==> src/rtl/vc_arbiter.sv <==
// vc_arbiter: moves words from two virtual-channel input FIFOs (VC0, VC1)
// to two destination FIFOs (D0, D1). VC0 has strict priority, capped by a
// starvation guard that hands VC1 a slot after MAX_CONSEC_VC0 VC0 grants.
// Each word is steered by its DEST_BIT through a two-stage pipeline:
// pop -> source capture -> registered destination push.
module vc_arbiter #(
    parameter int FIFO_WORD_SIZE = 10,
    parameter int DEST_BIT       = 8,
    parameter int MAX_CONSEC_VC0 = 4,
    parameter int CNT_WIDTH      = 8
) (
    input  logic                      clk,
    input  logic                      reset_L,
    input  logic [FIFO_WORD_SIZE-1:0] vc0_data_out,
    input  logic [FIFO_WORD_SIZE-1:0] vc1_data_out,
    input  logic                      vc0_empty,
    input  logic                      vc1_empty,
    input  logic                      d0_almost_full,
    input  logic                      d1_almost_full,
    input  logic                      fifo_error,
    output logic                      vc0_rd_en,
    output logic                      vc1_rd_en,
    output logic                      d0_wr_en,
    output logic                      d1_wr_en,
    output logic [FIFO_WORD_SIZE-1:0] d_data_in,
    output logic [CNT_WIDTH-1:0]      d0_count,
    output logic [CNT_WIDTH-1:0]      d1_count,
    output logic [1:0]                state,
    output logic                      idle
);

    localparam int CW = $clog2(MAX_CONSEC_VC0 + 1);

    typedef enum logic [1:0] {
        IDLE   = 2'b00,
        ACTIVE = 2'b01,
        STALL  = 2'b10,
        ERROR  = 2'b11
    } state_t;

    state_t                    st, st_nxt;
    logic [CW-1:0]             consec;
    logic                      guard;
    logic                      any_in;
    logic                      any_af;
    logic                      p1_valid;
    logic                      p1_src;
    logic [FIFO_WORD_SIZE-1:0] sel_data;

    assign any_in   = !vc0_empty || !vc1_empty;
    assign any_af   = d0_almost_full || d1_almost_full;
    assign guard    = (consec == CW'(MAX_CONSEC_VC0));
    // The popped word stays on the source's data_out until that source pops again.
    assign sel_data = p1_src ? vc1_data_out : vc0_data_out;
    assign state    = st;
    assign idle     = (st == IDLE) && !p1_valid && !d0_wr_en && !d1_wr_en;

    // FSM state register
    always_ff @(posedge clk or negedge reset_L) begin
        if (!reset_L) st <= IDLE;
        else          st <= st_nxt;
    end

    // FSM next state; fifo_error overrides everything and ERROR is sticky
    always_comb begin
        st_nxt = st;
        if (fifo_error) begin
            st_nxt = ERROR;
        end else begin
            case (st)
                IDLE:    if (any_in) st_nxt = any_af ? STALL : ACTIVE;
                ACTIVE:  if (any_af) st_nxt = STALL;
                         else if (!any_in) st_nxt = IDLE;
                STALL:   if (!any_af) st_nxt = any_in ? ACTIVE : IDLE;
                default: st_nxt = ERROR;
            endcase
        end
    end

    // Grant: almost-full gates pops in the same cycle so at most two words
    // are ever in flight toward a destination that has signalled pressure.
    always_comb begin
        vc0_rd_en = 1'b0;
        vc1_rd_en = 1'b0;
        if (st == ACTIVE && !any_af) begin
            if (guard)           vc1_rd_en = !vc1_empty;
            else if (!vc0_empty) vc0_rd_en = 1'b1;
            else                 vc1_rd_en = !vc1_empty;
        end
    end

    // Starvation counter: VC0 grants made while VC1 is waiting
    always_ff @(posedge clk or negedge reset_L) begin
        if (!reset_L)                   consec <= '0;
        else if (vc1_empty || vc1_rd_en) consec <= '0;
        else if (vc0_rd_en)             consec <= consec + 1'b1;
    end

    // Stage 1: remember that a pop happened and which source it came from
    always_ff @(posedge clk or negedge reset_L) begin
        if (!reset_L) begin
            p1_valid <= 1'b0;
            p1_src   <= 1'b0;
        end else begin
            p1_valid <= vc0_rd_en || vc1_rd_en;
            p1_src   <= vc1_rd_en;
        end
    end

    // Stage 2: registered push to the destination picked by DEST_BIT, plus counters
    always_ff @(posedge clk or negedge reset_L) begin
        if (!reset_L) begin
            d0_wr_en  <= 1'b0;
            d1_wr_en  <= 1'b0;
            d_data_in <= '0;
            d0_count  <= '0;
            d1_count  <= '0;
        end else begin
            d0_wr_en <= p1_valid && !sel_data[DEST_BIT];
            d1_wr_en <= p1_valid &&  sel_data[DEST_BIT];
            if (p1_valid) begin
                d_data_in <= sel_data;
                if (sel_data[DEST_BIT]) d1_count <= d1_count + 1'b1;
                else                    d0_count <= d0_count + 1'b1;
            end
        end
    end

endmodule

==> config.mk <==
export PLATFORM = sky130hd
export DESIGN_NAME = vc_arbiter
export DESIGN_NICKNAME = d
export VERILOG_FILES = /design/src/rtl/vc_arbiter.sv
export SDC_FILE = /design/constraint.sdc
export NUM_CORES = 1
export LEC_CHECK = 0
export ABC_AREA = 1
export CAP_MARGIN = 0
export CORE_MARGIN = 2
export CORE_UTILIZATION = 49
export DETAILED_ROUTE_END_ITERATION = 10
export PLACE_DENSITY = 0.84
export SYNTH_ARGS = -nofsm -noshare
export SYNTH_HDL_FRONTEND = slang
export SYNTH_SLANG_ARGS = --single-unit
==> constraint.sdc <==
create_clock -name clk -period 1.85 [get_ports clk]
set_input_delay 0.37 -clock clk [delete_from_list [all_inputs] [get_ports clk]]
set_output_delay 0.37 -clock clk [all_outputs]
set_load 0.05 [all_outputs]
==> summary.md <==
| Metric | Value |
|---|---|
| DRC | 0 |
| Avg Inst Size Synth | 8.22 µm² |
| Number of diodes | 0 |
| Filler-free cell count of the finished design | 345 |
| Share of the yosys chip area belonging to registers | 48.8% |
| Number of max-cap violations | 0 |
| Total Wirelength | 4490 µm |
| Max-slew violations | 0 |
| Post-DP HPWL | 3080 µm |
| CTS clk-pin slew, worst paths | 0.11 ns |
| Worst path required time | 1.48 ns |
| Worst path max stage delay | 0.42 ns |
| Clock sinks | 35 |
| Detailed Route Iter0 Violations | 169 |
| Worst hold margin | 0.478 ns |
| Placed cell area | 2470 µm² |
| Area of the core | 3420 µm² |
| DIE AREA | 4160 µm² |
| Setup Slack @ Placement | -0.0328 ns |
| Vias per cell | 5.00 |
| Relative slew slack | 67.7% |
| Commonest non-fill, non-tap cell in the layout | nand2_1 |
| TritonCTS clock tree | built |
| Final core occ | 78.1% |
| Die H | 64.5 µm |
| Std-Cell Rows | 21 |
| Cell Chain, Critical Path | inv_2 -> ha_4 -> a21oi_4 -> buf_6 -> nor3_4 -> buf_12 |
| Root Driver | clkbuf_4 |
| Clock skew | 0.00767 ns |
| Wire per inst | 13.0 µm |
| Violated checks | setup timing |
| Synth Register Bits | 35 |
| Count of input and output buffers | 59 |
| P per Cell Area | 1170 nW/µm² |
| Final hold viol count | 0 |
| Mapped Area | 1790 µm² |
| Final instance area | 2670 µm² |
| Routed Antenna Nets | 0 |
| CTS Buffer Depth | 2 |
| Die W | 64.5 µm |
| CP max FO | 2 |
| Initial antenna violation count | 0 |
| Post-Place Cells | 327 |
| Commonest cells after routing, fill and taps aside | nand2_1 (67), buf_4 (38), dfrtp_1 (35) |
| Post-layout worst setup margin | -0.0739 ns |
| Crit path kind | reg -> out |
| Period utilization | 104% |
| Leak | 0.00133 µW |
| Syn. warnings | 0 |
| Setup-violating endpoint count in the final report | 2 |
| Vias in the first global route | 1618 |
| H-tree Lvls | 2 |
| Hold crit path type | in -> async |
| Worst-Skew Late Latency | 0.34 ns |
| Top post-synthesis cells by area | dfrtp_1 (49%), nand2_1 (14%), o21ai_0 (5.0%), nor2_1 (4.4%), inv_1 (4.2%) |
| Largest net degree at the start of global routing | 20 |
| Number of library cell types mapped by synthesis | 26 |
| Critical path endpoint category | output pin |
| Area Growth Syn to Fin | 48.8% |
| Final critical-path required period | 1.92 ns |
| CP startpoint kind | flop |
| Via count | 1726 |
| Gr usage total | 23.0% |
| Least-Margin Pin Slew | 0.486 ns |
| Worst path slowest cell | dfrtp_1 |
| Syn Inst Count | 218 |
| Max VDD drop | 0.610 mV |
| Layout cell share with drive strength beyond 1 | 24.1% |
| Top-area cell type share of the netlist area | 48.8% |
| Total congestion overflow | 0 |
| Routability-driven placement congestion ratio | 0.827 |
| IO Pins | 60 |
| First-pass GRT wire length | 7370 µm |
| Arrival time worst endpoint | 1.55 ns |
| Syn Nets | 249 |
| Nets | 329 |
| Top cell type by total area after synthesis | dfrtp_1 |
| Unrepaired setup endpoints after global routing | yes |
| FMAX | 520 MHz |
| Cts bufs inserted | 5 |
| Initial Utilization | 52.5% |
| Outcome | finished with violations |
| DR pass1 iterations | 4 |
## sequential cells by signal (all words and copies together), names as in the netlist
name / count
d_data_in: 10
d0_count: 8
d1_count: 8
consec: 3
state: 2
d0_wr_en: 1
d1_wr_en: 1
p1_src: 1
p1_valid: 1
## worst max-delay path: cells and delay by family, from the launching register on
family	cells	cell delay, ns
adder cells (fa/ha/maj)	1	0.15
AO/OA/AOI/OAI	1	0.05
buffers and inverters	3	0.38
flip-flops	1	0.42
AND/OR/NAND/NOR	1	0.22
## stage by stage
stage,setup TNS (ns),total power [µW]
6_report,-0.0799,3130
5_1_grt,-0.293,3310
4_1_cts,-0.129,3110
3_5_place_dp,-0.0328,2650
3_3_place_gp,0,2610
2_1_floorplan,0,2110
## synthesized netlist by cell type (all sizes together)
master  number
a21oi        4
buf          3
clkbuf       1
dfrtp       35
ha           4
inv         23
nand2       71
nand3       10
nand3b       6
nand4        3
nor2        25
nor3         2
o21ai       22
o221ai       1
xnor2        2
xor2         6
## where the power goes
| part | switching, µW | total [µW] | internal [µW] |
|---|---|---|---|
| registers | 170 | 1130 | 957 |
| clock network | 255 | 479 | 224 |
| logic | 1040 | 1530 | 482 |
| total | 1470 | 3130 | 1660 |
## path summary, 6_finish.rpt
path | from | end | slack, ns | depth (start not counted)
hold reg to reg | d_data_in[0]$_DFFE_PN0P_ | d_data_in[0]$_DFFE_PN0P_ | 0.49 | 2
hold / removal | reset_L | d_data_in[4]$_DFFE_PN0P_ | 0.48 | 2
min in group clk | d_data_in[0]$_DFFE_PN0P_ | d_data_in[0]$_DFFE_PN0P_ | 0.49 | 2
setup / recovery | consec[0]$_DFFE_PN0P_ | vc1_rd_en | -0.07 | 6
max in group asynchronous | reset_L | d0_count[0]$_DFFE_PN0P_ | 0.92 | 3
setup reg to reg | p1_src$_DFF_PN0_ | d1_count[0]$_DFFE_PN0P_ | 0.46 | 5
## layer usage
layer / track usage [%] / part of all wire (%) / up-vias
met3: 7.29 / 8.5 / 2
met4: 5.05 / 0.29 / 0
met5: 0 / 0 / -
li1: - / - / 853
met1: 29.5 / 43 / 805
met2: 38.3 / 48 / 66
## layout make-up
cell class | instances | area [µm²]
fill | 232 | 748
sequential | 35 | 876
timing repair buffer | 77 | 711
tap | 46 | 57.6
multi-input combinational | 156 | 868
inverter | 23 | 86.3
clock buffer | 8 | 68.8
## timing repair
item	CTS	global route
resized for setup	9	11
setup endpoints to repair	8	3
endpoints found under the hold margin	16	0
pin swaps	5	5
buffers inserted	5	4
hold buffers	1	0
## cells by family after synthesis
| group | count (synthesis) | synth area share (%) |
|---|---|---|
| flops | 35 | 48.8 |
| compound gates | 27 | 8.37 |
| fa+ha+maj | 4 | 2.79 |
| simple gates | 117 | 29.1 |
| buf+inv | 27 | 6.56 |
| xor+xnor | 8 | 4.33 |
Note: power is estimated with default switching activity, not from simulation.
